`src/rtl/mux7_rr_sched.sv`:
```
// Round-robin scheduler driving the select of a shared 7-to-1 bit mux.
// Bounded hold per grant; registered grant, select, busy and mux output.
module mux7_rr_sched #(
  parameter int unsigned MAX_HOLD = 4
) (
  input  logic       clk,
  input  logic       rst_n,
  input  logic [6:0] req,
  input  logic [6:0] din,
  output logic [6:0] gnt,
  output logic [2:0] sel,
  output logic       busy,
  output logic       dout
);

  typedef enum logic {IDLE, GRANT} state_t;

  state_t     state_q, state_d;
  logic [2:0] ptr_q, ptr_d;
  logic [2:0] sel_q, sel_d;
  logic [3:0] hold_q, hold_d;
  logic [6:0] gnt_q, gnt_d;
  logic       busy_q, busy_d;
  logic       dout_q, dout_d;

  logic [3:0] win_all, win_oth;
  logic       own_req, do_grant;
  logic [2:0] grant_idx;

  // {found, index} of the first set bit of r searching p, p+1, ... mod 7
  function automatic logic [3:0] pick(input logic [6:0] r, input logic [2:0] p);
    logic [3:0] res;
    logic [3:0] s;
    res = '0;
    for (int unsigned i = 0; i < 7; i++) begin
      s = {1'b0, p} + 4'(i);
      if (s >= 4'd7) s = s - 4'd7;
      if (!res[3] && r[s[2:0]]) res = {1'b1, s[2:0]};
    end
    return res;
  endfunction

  function automatic logic [2:0] inc7(input logic [2:0] k);
    return (k == 3'd6) ? 3'd0 : k + 3'd1;
  endfunction

  always_ff @(posedge clk) begin
    if (!rst_n) begin
      state_q <= IDLE;
      ptr_q   <= '0;
      sel_q   <= '0;
      hold_q  <= '0;
      gnt_q   <= '0;
      busy_q  <= 1'b0;
      dout_q  <= 1'b0;
    end else begin
      state_q <= state_d;
      ptr_q   <= ptr_d;
      sel_q   <= sel_d;
      hold_q  <= hold_d;
      gnt_q   <= gnt_d;
      busy_q  <= busy_d;
      dout_q  <= dout_d;
    end
  end

  always_comb begin
    state_d   = state_q;
    ptr_d     = ptr_q;
    sel_d     = sel_q;
    hold_d    = hold_q;
    gnt_d     = gnt_q;
    busy_d    = busy_q;
    dout_d    = busy_q ? din[sel_q] : 1'b0;
    own_req   = req[sel_q];
    win_all   = pick(req, ptr_q);
    win_oth   = pick(req & ~(7'b1 << sel_q), ptr_q);
    do_grant  = 1'b0;
    grant_idx = sel_q;

    unique case (state_q)
      IDLE: begin
        if (win_all[3]) begin
          do_grant  = 1'b1;
          grant_idx = win_all[2:0];
        end
      end
      GRANT: begin
        if (own_req && (hold_q < 4'(MAX_HOLD - 1))) begin
          hold_d = hold_q + 4'd1;
        end else if (!own_req) begin
          if (win_all[3]) begin
            do_grant  = 1'b1;
            grant_idx = win_all[2:0];
          end else begin
            state_d = IDLE;
            gnt_d   = '0;
            busy_d  = 1'b0;
          end
        end else begin
          // expiry: owner masked; it is re-granted only if nobody else asks
          do_grant  = 1'b1;
          grant_idx = win_oth[3] ? win_oth[2:0] : sel_q;
        end
      end
      default: state_d = IDLE;
    endcase

    if (do_grant) begin
      state_d = GRANT;
      gnt_d   = 7'b1 << grant_idx;
      sel_d   = grant_idx;
      busy_d  = 1'b1;
      hold_d  = '0;
      ptr_d   = inc7(grant_idx);
    end
  end

  always_comb begin
    gnt  = gnt_q;
    sel  = sel_q;
    busy = busy_q;
    dout = dout_q;
  end

endmodule

```
`config.mk`:
```
export PLATFORM = sky130hd
export DESIGN_NAME = mux7_rr_sched
export DESIGN_NICKNAME = d
export VERILOG_FILES = /design/src/rtl/mux7_rr_sched.sv
export SDC_FILE = /design/constraint.sdc
export NUM_CORES = 1
export LEC_CHECK = 0
export BUFFER_PORTS_ARGS = -buffer_cell sky130_fd_sc_hd__buf_2
export CAP_MARGIN = 20
export CORE_ASPECT_RATIO = 1.4
export CORE_MARGIN = 5
export CORE_UTILIZATION = 65
export DETAILED_ROUTE_END_ITERATION = 7
export PLACE_DENSITY = 0.85
export SYNTH_ARGS = -nofsm -noshare
export SYNTH_HDL_FRONTEND = slang
export SYNTH_SLANG_ARGS = --single-unit
```
`constraint.sdc`:
```
create_clock -name clk -period 14.35 [get_ports clk]
set_input_delay 0.7175 -clock clk [delete_from_list [all_inputs] [get_ports clk]]
set_output_delay 0.7175 -clock clk [all_outputs]
set_load 0.1 [all_outputs]
```
# Word-level counts from Yosys, hierarchy flattened
# Index checks and enable logic that the tools add are counted.
totals:
  register_bits: 20
  output_inout_bits: 12
  wordCells: 154
op_classes:
  addsub: 15
  order_cmp: 16
  n_eq_ne: 4
  n_shift: 2
  mux: 76
  n_bitwise: 4
  reduce_logical: 30
op_table:
  columns: ["cell", "n"]
  rows:
  - ["$mux 4", 14]
  - ["$bmux 1 s3", 16]
  - ["$mux 3", 12]
  - ["$mux 7", 5]
  - ["$lt 3x4->1 const B", 8]
  - ["$mux 1", 27]
  - ["$ge 4x3->1 const B", 6]
  - ["$sub 3x3->3 const B", 7]
  - ["$shl 1x3->7 const A", 2]
  - ["$logic_and 1x1->1", 13]
  - ["$add 3x3->4 const B", 3]
  - ["$logic_not 1->1", 12]
  - ["$add 3x2->4 const B", 2]
  - ["$and 7x7->7", 1]
  - ["$not 7->7", 1]
  - ["$pmux 3 s2", 1]
  - ["$add 3x1->4 const B", 1]
  - ["$add 4x1->4 const B", 1]
  - ["$lt 4x2->1 const B", 1]
  - ["$ne 2x1->1 const B", 2]
  - ["$reduce_and 2->1", 2]
  - ["$reduce_and 4->1", 1]
  - ["$add 3x1->3 const B", 1]
  - ["$eq 3x3->1 const B", 1]
  - ["other kinds (6)", 7]

# Logic depth before layout (Yosys ltp)
logic_depth:
  word_depth: 30
  mapped_depth: 21
  mapped_depth_nobuf: 19

# Worst setup path after synthesis
# Ideal clock, no wire load.
synth_timing:
  path_kind: "register -> register"
  start: "reg ptr_q[2]"
  end: "reg ptr_q[2]"
  arrival_ns: 4.391
  required_time_ns: 14.222
  setup_slack_ns: 9.831
  path_stages_with_launch: 21
  n_path_buf: 4
  period_less_slack_ns: 4.519
  path_cell_list: "dfxtp_1 buf_2 buf_2 inv_1 ha_1 buf_2 nand3b_4 xnor2_4 mux2_4 a31oi_4 nand2_2 or4b_4 or3_1 buf_6 o211ai_4 nand3_4 and2_1 ha_1 nor3_1 a32oi_1 o41ai_2"
synth_between:
  elab_chain_len: 29
  word_cells_on_any_way: 105
  classes_between: "add/sub: 14; order compare: 7; eq/ne: 1; mux: 59; reduce/logical: 24"
synth_lines:
  columns: ["element", "line_no", "rtl"]
  rows:
  - ["start, declared", "19", "logic [2:0] ptr_q, ptr_d;"]
  - ["start signal, assigned", "58", "ptr_q <= ptr_d;"]
  - ["branches (longest 29 deep; another with $add 3x1->4)", null, null]
# Parallel ways; which one is timed is not known. The select of a mux whose other input is x is not followed.
# A chain may end at the register's enable or synchronous reset.

# Worst setup path in the final report
layout_timing:
  start: "reg ptr_q[1]"
  end: "reg ptr_q[2]"
# Same word-level chain as after synthesis.

==> impl_metrics.csv <==
group,metric,value,unit
clock_network,cts_tree,"yes",
critical_path,critPathTopFamily,"simple AND/OR/NAND/NOR gates",
timing,fin_crit_sh,41.5,%
placed_design,place_congestion,1.01,
grt,grt-ovfl-total,0,
timing,setup_viol,0,
route,drc,0,
die,dieArea,7110,µm²
finish,layout_common_cells,"nand2_1 (42), nor2_1 (31), buf_2 (27)",
timing,max_freq,0.168,GHz
clock_network,postCtsSetupBuffers,0,
synthesis,seq_area_frac_synth,11.2,%
critical_path,crit_slowest_cell,"ha_1",
synthesis,synth_edf_count,0,
critical_path,critical_path.max_stage_delay,980,ps
clock_network,clk_latency,260,ps
timing,layout_min_cycle_time,5960,ps
grt,grt_max_degree,38,
die,core,5450,µm²
finish,antenna_cells,0,
timing,tns,0,ps
route,vias,3908,
clock_network,path_clk_slew,70,ps
timing,fin_worst_skew,1.60,ps
critical_path,start_kind,"flip-flop",
route,routedWlPerCell,23.6,µm
timing,finalWorstSetupSlack,8390,ps
placed_design,dp_hpwl,9130,µm
finish,fillers,494,
die,die_w,72.7,µm
finish,layout-drive-gt1-share,18.9,%
grt,grt.met1_usage,42.6,%
synthesis,async_flop_share,0,%
critical_path,crit_path_max_fanout,21,
grt,gr-usage-all-layers,35.4,%
grt,grtUsageMet2,59.8,%
timing,slew_viol_final,0,
critical_path,crit_required,14490,ps
critical_path,startpoint,"ptr_q[1]",
placed_design,placed_cells,518,
synthesis,ys_warn_count,0,
timing,hold_viol,0,
finish,layoutNonFillerInstCount,522,
grt,busiest_layer,"met2",
timing,relSlewSlack,38.4,%
clock_network,cts_buffer_depth,2,
hold_path,min_path_type,"reg -> reg",
critical_path,critical_path_class,"reg -> reg",
hold_path,hold_path_depth,1,
critical_path,cp_num_cells,16,
finish,final_common_cell,"nand2_1",
finish,register_area,400,µm²
flow_run,drv_cap,0,
route,first_pass_iters,5,
route,first_iter_violations,450,
clock_network,cts_max_level,1,
grt,grt_pass1_vias,3819,
critical_path,crit_top_cell,"ha_1",
finish,area_growth,4.33,%
timing,rsz0062_at_grt,"no",
critical_path,crit_chain,"inv_1 -> ha_1 -> clkinv_1 -> mux2i_2 -> mux2i_1 -> o22ai_1 -> o21ai_2 -> or4b_4 -> or3_1 -> o211ai_4 -> nand3_4 -> and2_1 -> ha_1 -> nor3_1 -> a32oi_1 -> o41ai_2",
critical_path,end_kind,"flip-flop",
synthesis,syn_nets,481,
placed_design,preCtsSetupSlack,8520,ps
die,start_util,65.8,%
critical_path,r2r_start,"ptr_q[1]",
placed_design,port_buffers,27,
clock_network,cts_resized,0,
synthesis,ys.flop_type,"dfxtp_1",
grt,antenna_found_initial,0,
synthesis,ys_seq_elements,20,
grt,met3_usage,3.40,%
clock_network,holdBufCountCts,0,
route,wirelength,12300,µm
synthesis,avgSynthCellArea,7.96,µm²
finish,fin_nets,486,
clock_network,cts_root_buf,"clkbuf_8",
clock_network,cts_buffers,3,
finish,multi_input_area,2950,µm²
grt,grt_first_pass_wirelength,20100,µm
hold_path,hp-start,"gnt[4]",
die,pin_count,28,
critical_path,worstPathArrival,6100,ps
synthesis,netlist_instances,450,
route,ant_nets,0,
timing,tightest_slew,899,ps
die,placementRows,32,
critical_path,rr_worst_depth,16,
synthesis,syn_area,3580,µm²
run_status,status,"finished clean",
critical_path,critPathBufInv,2,
die,die_y,97.8,µm
clock_network,clock_sinks,20,
route,vias_per_cell,7.49,
synthesis,synth_cell_types,89,
-- cell type report --
cell class / count / share of cell area [%]
Clock buffer: 3 / 1.11
Clock inverter: 1 / 0.804
Inverter: 16 / 1.61
Multi-Input combinational cell: 383 / 79.1
Sequential cell: 20 / 10.7
Tap cell: 68 / 2.28
Timing Repair Buffer: 31 / 4.42
-- synth_stat cells (all sizes together), types with 4 or more instances --
master | n | share of area [%]
a211oi | 4 | 0.84
a21boi | 4 | 0.94
a21oi | 25 | 3.8
a22o | 4 | 0.98
a31oi | 14 | 2.9
a32o | 4 | 1.1
a32oi | 4 | 1.5
and2 | 8 | 1.5
buf | 16 | 3.1
clkbuf | 15 | 1.6
dfxtp | 20 | 11
ha | 14 | 4.9
inv | 14 | 1.5
mux2 | 8 | 2.6
mux2i | 25 | 7.4
mux4 | 9 | 5.7
nand2 | 43 | 4.6
nand2b | 10 | 1.7
nand3 | 11 | 1.9
nand3b | 8 | 2.4
nor2 | 33 | 3.6
nor3 | 14 | 2.0
nor3b | 5 | 1.0
nor4 | 4 | 0.70
o211ai | 13 | 3.1
o21a | 6 | 1.3
o21ai | 27 | 4.0
o221ai | 4 | 0.98
o22ai | 5 | 0.87
o31ai | 4 | 0.98
or3b | 4 | 0.98
xnor2 | 6 | 2.0
xor2 | 5 | 1.2
-- state kept, by name, summed over array words and instances (netlist names) --
name / cells
ptr_q: 3
hold_q: 4
gnt: 7
dout: 1
sel: 3
busy: 1
state_q: 1
-- per-layer routing --
metal  wire length, µm  up-vias
li1                  -     1748
met1              4600     1844
met2              6020      251
met3               889       65
met4               842        0
met5                 0        -
-- through the flow --
step,util (%),instance area (µm²),hold WS (ps)
after global placement,67.3,3660,462
after floorplan,-,3580,454
after CTS,68.6,3740,482
final,68.6,3740,481
after global routing,68.6,3740,505
after detailed placement,67.3,3660,460
-- worst reg2reg max path, cell delays in order (launching register included) --
cell and delay (ps):
dfxtp_1 600, inv_1 330, ha_1 980, clkinv_1 500, mux2i_2 490, mux2i_1 240, o22ai_1 120, o21ai_2 300
or4b_4 540, or3_1 520, o211ai_4 240, nand3_4 130, and2_1 200, ha_1 300, nor3_1 60, a32oi_1 190
o41ai_2 100
-- path summary, 6_finish.rpt --
path | end | slack (ps)
max reg2reg | ptr_q[2] | 8390
max | ptr_q[2] | 8390
min reg2reg | gnt[4] | 480
min | gnt[4] | 480
-- cells by family (layout without fill, tap and decap cells) --
logic type,Yosys count,after routing,share of synthesized area (%)
AND/OR/NAND/NOR,162,162,25.6
multiplexers,42,42,15.7
AO/OA/AOI/OAI,153,153,32.5
adder cells (fa/ha/maj),15,15,5.45
flip-flops,20,20,11.2
buffers and inverters,47,51,6.32
XOR/XNOR,11,11,3.21
Power is left out: the tool's default activity adds up to more than one toggle a clock period on the data nets, which glitch-free logic cannot reach.
